==> src/rtl/axi_apb_sequencer.sv <==
// AXI4-Lite slave to APB-master sequencer: arbitrates one write or read at a time onto an APB
// request interface. Optional macro WSTRB_CHECK_EN rejects partial-strobe writes with SLVERR.
`timescale 1ns/1ps
module axi_apb_sequencer #(
  parameter int unsigned C_RD_FIRST = 0
) (
  input  logic        PCLK,
  input  logic        PRESETn,
  input  logic        S_AWVALID,
  output logic        S_AWREADY,
  input  logic [31:0] S_AWADDR,
  input  logic        S_WVALID,
  output logic        S_WREADY,
  input  logic [31:0] S_WDATA,
  input  logic [3:0]  S_WSTRB,
  output logic        S_BVALID,
  input  logic        S_BREADY,
  output logic [1:0]  S_BRESP,
  input  logic        S_ARVALID,
  output logic        S_ARREADY,
  input  logic [31:0] S_ARADDR,
  output logic        S_RVALID,
  input  logic        S_RREADY,
  output logic [31:0] S_RDATA,
  output logic [1:0]  S_RRESP,
  output logic        STREQ,
  output logic        SWRT,
  output logic        SSEL,
  output logic [31:0] SADDR,
  output logic [31:0] SWDATA,
  input  logic [31:0] SRDATA,
  input  logic        PENABLE,
  input  logic        PREADY,
  input  logic        PSLVERR
);

  typedef enum logic [2:0] {StIdle, StWrXfer, StRdXfer, StWrResp, StRdResp} state_e;

  state_e      state_q, state_d;
  logic        rd_prio_q, rd_prio_d;
  logic        err_q, err_d;
  logic [31:0] addr_q, addr_d;
  logic [31:0] wdata_q, wdata_d;
  logic [31:0] rdata_q, rdata_d;
  logic        wr_pend, rd_pend, grant_wr, grant_rd, apb_done, wstrb_bad;

`ifdef WSTRB_CHECK_EN
  assign wstrb_bad = (S_WSTRB != 4'b1111);
`else
  logic unused_wstrb;
  assign unused_wstrb = ^S_WSTRB;
  assign wstrb_bad    = 1'b0;
`endif

  assign wr_pend  = S_AWVALID & S_WVALID;
  assign rd_pend  = S_ARVALID;
  // rd_prio_q names the type that wins a tie; it flips to the other type on every grant.
  assign grant_wr = wr_pend & (~rd_pend | ~rd_prio_q);
  assign grant_rd = rd_pend & (~wr_pend | rd_prio_q);
  assign apb_done = PENABLE & PREADY;

  assign SADDR   = addr_q;
  assign SWDATA  = wdata_q;
  assign S_RDATA = rdata_q;

  always_ff @(posedge PCLK or negedge PRESETn) begin
    if (!PRESETn) begin
      state_q   <= StIdle;
      rd_prio_q <= (C_RD_FIRST != 0);
      err_q     <= 1'b0;
      addr_q    <= '0;
      wdata_q   <= '0;
      rdata_q   <= '0;
    end else begin
      state_q   <= state_d;
      rd_prio_q <= rd_prio_d;
      err_q     <= err_d;
      addr_q    <= addr_d;
      wdata_q   <= wdata_d;
      rdata_q   <= rdata_d;
    end
  end

  always_comb begin
    state_d   = state_q;
    rd_prio_d = rd_prio_q;
    err_d     = err_q;
    addr_d    = addr_q;
    wdata_d   = wdata_q;
    rdata_d   = rdata_q;
    S_AWREADY = 1'b0;
    S_WREADY  = 1'b0;
    S_ARREADY = 1'b0;
    S_BVALID  = 1'b0;
    S_BRESP   = 2'b00;
    S_RVALID  = 1'b0;
    S_RRESP   = 2'b00;
    STREQ     = 1'b0;
    SWRT      = 1'b0;
    SSEL      = 1'b0;
    unique case (state_q)
      StIdle: begin
        if (grant_wr) begin
          S_AWREADY = 1'b1;
          S_WREADY  = 1'b1;
          addr_d    = S_AWADDR;
          wdata_d   = S_WDATA;
          rd_prio_d = 1'b1;
          err_d     = wstrb_bad;
          state_d   = wstrb_bad ? StWrResp : StWrXfer;
        end else if (grant_rd) begin
          S_ARREADY = 1'b1;
          addr_d    = S_ARADDR;
          rd_prio_d = 1'b0;
          state_d   = StRdXfer;
        end
      end
      StWrXfer, StRdXfer: begin
        SSEL  = 1'b1;
        SWRT  = (state_q == StWrXfer);
        // Dropping STREQ in the completion cycle keeps the master from starting a second transfer.
        STREQ = ~apb_done;
        if (apb_done) begin
          err_d = PSLVERR;
          if (state_q == StRdXfer) begin
            rdata_d = SRDATA;
            state_d = StRdResp;
          end else begin
            state_d = StWrResp;
          end
        end
      end
      StWrResp: begin
        S_BVALID = 1'b1;
        S_BRESP  = err_q ? 2'b10 : 2'b00;
        if (S_BREADY) state_d = StIdle;
      end
      StRdResp: begin
        S_RVALID = 1'b1;
        S_RRESP  = err_q ? 2'b10 : 2'b00;
        if (S_RREADY) state_d = StIdle;
      end
      default: state_d = StIdle;
    endcase
  end

endmodule

==> config.mk <==
export PLATFORM = sky130hd
export DESIGN_NAME = axi_apb_sequencer
export DESIGN_NICKNAME = d
export VERILOG_FILES = /design/src/rtl/axi_apb_sequencer.sv
export SDC_FILE = /design/constraint.sdc
export NUM_CORES = 1
export LEC_CHECK = 0
export ABC_AREA = 1
export ABC_CLOCK_PERIOD_IN_PS = 1300
export BUFFER_PORTS_ARGS = -buffer_cell sky130_fd_sc_hd__buf_4
export CAP_MARGIN = 10
export CELL_PAD_IN_SITES_DETAIL_PLACEMENT = 0
export CELL_PAD_IN_SITES_GLOBAL_PLACEMENT = 1
export CORE_UTILIZATION = 28
export CTS_CLUSTER_DIAMETER = 200
export DETAILED_ROUTE_END_ITERATION = 8
export PLACE_DENSITY_LB_ADDON = 0.08
export SYNTH_ARGS = -nofsm -noshare
export SYNTH_HDL_FRONTEND = slang
export SYNTH_SLANG_ARGS = --single-unit
==> constraint.sdc <==
create_clock -name PCLK -period 1.3 [get_ports PCLK]
set_input_delay 0.13 -clock PCLK [delete_from_list [all_inputs] [get_ports PCLK]]
set_output_delay 0.13 -clock PCLK [all_outputs]
set_load 0.005 [all_outputs]
Yosys cells after proc, flatten, opt, wreduce, memory -nomap -nowiden
Index checks and enable logic that the tools add are counted.

storage, ports and cells
  register bits after elaboration = 101
  bits of input ports = 142
  output and inout bits = 108
  logic and storage cells = 61

cells by class
  equality and inequality tests = 9
  muxes and demuxes = 27
  bitwise gates (word level) = 10
  reduce and logical (&&, ||, !) cells = 9

operators by type and width
  kind                  count
  $mux W32              2
  $mux W3               6
  $mux W1               14
  $pmux W3 S4           1
  $ne A2 B2 Y1 const B  4
  $eq A3 B2 Y1 const B  2
  $mux W2               3
  $reduce_and A3 Y1     2
  $and A1 B1 Y1         4
  $not A1 Y1            4
  $reduce_and A2 Y1     2
  $reduce_and A4 Y1     1
  $reduce_bool A2 Y1    2
  $eq A3 B1 Y1 const B  1
  $eq A3 B3 Y1 const B  1
  $logic_not A3 Y1      1
  $ne A3 B3 Y1 const B  1
  $or A1 B1 Y1          2
  $pmux W1 S2           1
  $reduce_or A2 Y1      1

Depth between registers and ports, before layout
  depth after elaboration = 7
  gate-level depth with buffers = 9

Worst setup path after synthesis
Ideal clock, no wire load.

  kind = register to register
  start point = register state_q[1]
  end point = register addr_q[22] (netlist: SADDR[22])
  library setup time = 119 ps
  arrival = 1202 ps
  required time = 1181 ps
  path slack = -21 ps
  stages on the path, launching flop included = 9
  cells stage by stage = dfrtp_1 buf_2 nor2_4 nand2_2 a21oi_2 buf_6 buf_6 nand3_1 o21a_1

between the ends
  longest elaborated chain between the ends = 2

ends and longest elaborated chain
  element                      line  RTL
  start: declaration           39    state_e state_q, state_d;
  start signal: assignment     68    state_q <= StIdle;
  start signal: assignment     75    state_q <= state_d;
  $logic_not A3 Y1             101   unique case (state_q)
  $reduce_and A2 Y1 (no line)  --
  end signal: assignment       78    addr_q <= addr_d;
  end: declaration             42    logic [31:0] addr_q, addr_d;

No other way between the ends.
A chain may end at the register's enable or synchronous reset.

Final worst setup path
  start point = register state_q[1]
  end point = register addr_q[6] (netlist: SADDR[6])

Same word-level chain as after synthesis.

==> summary.txt <==
Run status
  • Status: complete, but fails checks
  • Failing checks: setup timing

Detailed routing
  • Drc violations: 0
  • Via/cell ratio: between 4 and 5
  • Antenna viol nets, final: 0
  • Iter 0 DRT Violations: 167
  • Routed len/inst: between 10 and 15 um
  • Drt total wl: 15000 um
  • Vias: approximately 4600
  • Pre-antenna DRT Iters: 4

Clocking
  • CTS Root Cell: clkbuf_16
  • TritonCTS buffer count: 9
  • Htree depth: 3
  • Clock sinks: 101
  • CTS tree: done
  • Clock transition at path regs: about 0.07 ns
  • Worst skew pair latency: 0.35 ns
  • Clock Path Buffers: 2

Global route
  • GR Util met1: 22.1%
  • Largest net degree at the start of global routing: 42
  • First-pass GRT wire length: roughly 23000 um
  • Overflow after GRT: 0
  • Met3 usage: 3.77%
  • Met2 Usage GRT: 30.8%
  • Vias in the first global route: roughly 4500
  • Initial antenna violation count: 0
  • GR peak layer: met2
  • Gr usage total: 18.1%

Place
  • GP Congestion: 0.760
  • Port bufs: 243
  • Placed insts: 953
  • DP HPWL: 9390 um
  • Worst Setup Slack post-DPL: -0.126 ns

Synth
  • Predominant post-synthesis flop cell: dfrtp_1
  • Post-Syn Area: around 0.0044 mm2
  • Mapped Cells: approximately 500
  • Synth area leader: dfrtp_1
  • Post-synth EDFFs: 0
  • Top area cells in the synthesized netlist: dfrtp_1 (58%), nand2_1 (18%), o21a_1 (5.5%), nand3_1 (4.2%), inv_1 (3.5%)
  • Top-count cell post-synth: nand2_1
  • Fraction of synthesized cell area taken by the top area cell type: a little under three fifths
  • Seq/Total Area, Yosys: 57.6%
  • Flops & latches, synth: 101
  • Yosys cell types: 23
  • Post-synth ARST share: between 90% and 100%
  • Synth cell count leaders: nand2_1 (212), dfrtp_1 (101), inv_1 (41)
  • Yosys warns: 0
  • Syn avg cell area: 8.64 um2

Die
  • I/O pin total: 250
  • Die Span X: around 130 um
  • Die height: around 130 um
  • Die area: 0.0162 mm2
  • CORE AREA: between 0.015 and 0.02 mm2
  • Row count: 45
  • Starting density of the core: ~29%

Critical path
  • Worst path required time: 1.53 ns
  • Setup crit end kind: flip-flop
  • Setup CP Type: flip-flop to flip-flop
  • Crit path max fanout: 8
  • Worst Path Arrival: between 1.5 and 2 ns
  • Startpoint Class: flip-flop

Layout
  • Cell Count, Final, Fillers Out: approximately 1000
  • Share of layout cells above drive strength 1: about half
  • Diode count: 0
  • Area Growth Syn to Fin: 88.0%
  • Final net count: 961

Timing
  • Final setup viols: 88
  • RSZ-0062 raised after global routing: true
  • Final setup margin: -0.240 ns
  • Layout Skew: around 0.0065 ns
  • Endpoints failing hold: 0
  • Worst hold margin: approximately 0.021 ns
  • Final count of pins violating max slew: 0
  • Post-route clock period utilization: 118%
  • Peak Freq: 649 MHz
  • Final setup TNS: -11.36 ns
  • Fin crit period: between 1.5 and 2 ns

Power and ir drop
  • Max IR drop VDD: between 800 and 900 uV
  • P_leak: roughly 4.3 nW
  • Total power: between 15 and 20 mW
  • Power Dens Cells: between 1500 and 2000 mW/mm2

Hold path
  • Min-delay worst type: input port to flip-flop

Flow run
  • Total of max-cap violations: 0
[metrics by stage]
stage                     util, %  cell area (um2)
after global placement       42.9             6550
final                        54.1             8250
after CTS                    49.9             7610
after floorplan                 -             4400
after global routing         54.1             8250
after detailed placement     42.9             6550
[logic make-up after synthesis]
logic type / count (synthesis) / share of synthesized area [%]
other: 1 / 0.0854
AOI/OAI and AO/OA: 70 / 10.1
and+or+nand+nor: 261 / 23.9
DFF: 101 / 57.6
buffers and inverters: 75 / 8.32
[report_power, final]
part	switching, mW	internal, mW
logic	3.27	4.72
registers	0.974	4.63
clock network	1.20	1.58
[flip-flops by register name, summed over array words and instances, names as in the netlist]
register	flops
SADDR	32
state_q	3
rd_prio_q	1
SWDATA	32
S_RDATA	32
err_q	1
[area by class of cell]
| cell class | instances | area (um2) |
|---|---|---|
| fillers | 1391 | 7010 |
| repair buffers | 330 | 3090 |
| flip-flops and latches | 101 | 2530 |
| multi-input cells | 333 | 1900 |
| well taps | 211 | 264 |
| clock buffers | 11 | 253 |
| inverters | 44 | 170 |
| clock inverters | 4 | 47.5 |
[critical path, cell delays in order (launching register included)]
cell,delay (ns)
dfrtp_1,0.42
nor2_4,0.15
nand2_4,0.08
buf_4,0.14
a21oi_4,0.16
buf_12,0.16
clkbuf_16,0.15
nand3_1,0.06
o21a_1,0.11
[placed cells by master (no fill, tap or decap), types with 3 or more instances in the layout]
cell type	n
buf_4	248
nand2_1	161
dfrtp_1	100
inv_1	38
nand2_2	33
dlygate4sd3_1	33
o21a_1	32
nand3_1	26
nand2_4	20
clkbuf_16	19
o21ai_2	18
buf_6	18
o21ai_1	16
buf_12	15
nand3_2	10
inv_2	4
buf_16	4
nor2_4	3
[repair_timing]
action	in CTS	in global routing
setup endpoints to repair	65	111
hold endpoints to repair	53	0
pin swaps	12	9
hold buffers	33	0
resized for setup	73	110
buffers inserted	13	5
cloned	6	12
[worst paths after layout]
path | startpoint | endpoint | slack (ns) | cells after the start
worst max register to register | state_q[1] | SADDR[6] | -0.24 | 8
worst min register to register | err_q | err_q | 0.47 | 2
worst max-delay path | state_q[1] | SADDR[6] | -0.24 | 8
max in group asynchronous | PRESETn | S_RDATA[25] | 0.50 | 3
min in group asynchronous | PRESETn | SADDR[7] | 0.24 | 2
worst min-delay path | SRDATA[13] | S_RDATA[13] | 0.02 | 3
[routing by layer]
| metal | routed length [um] | vias to the layer above | part of all wire (%) |
|---|---|---|---|
| met5 | 0 | - | 0 |
| met4 | 270 | 0 | 1.8 |
| met3 | 889 | 17 | 5.9 |
| met2 | 7500 | 159 | 50 |
| met1 | 6360 | 2185 | 42 |
| li1 | - | 2214 | - |
No activity file was read; power rests on OpenSTA's default activity.
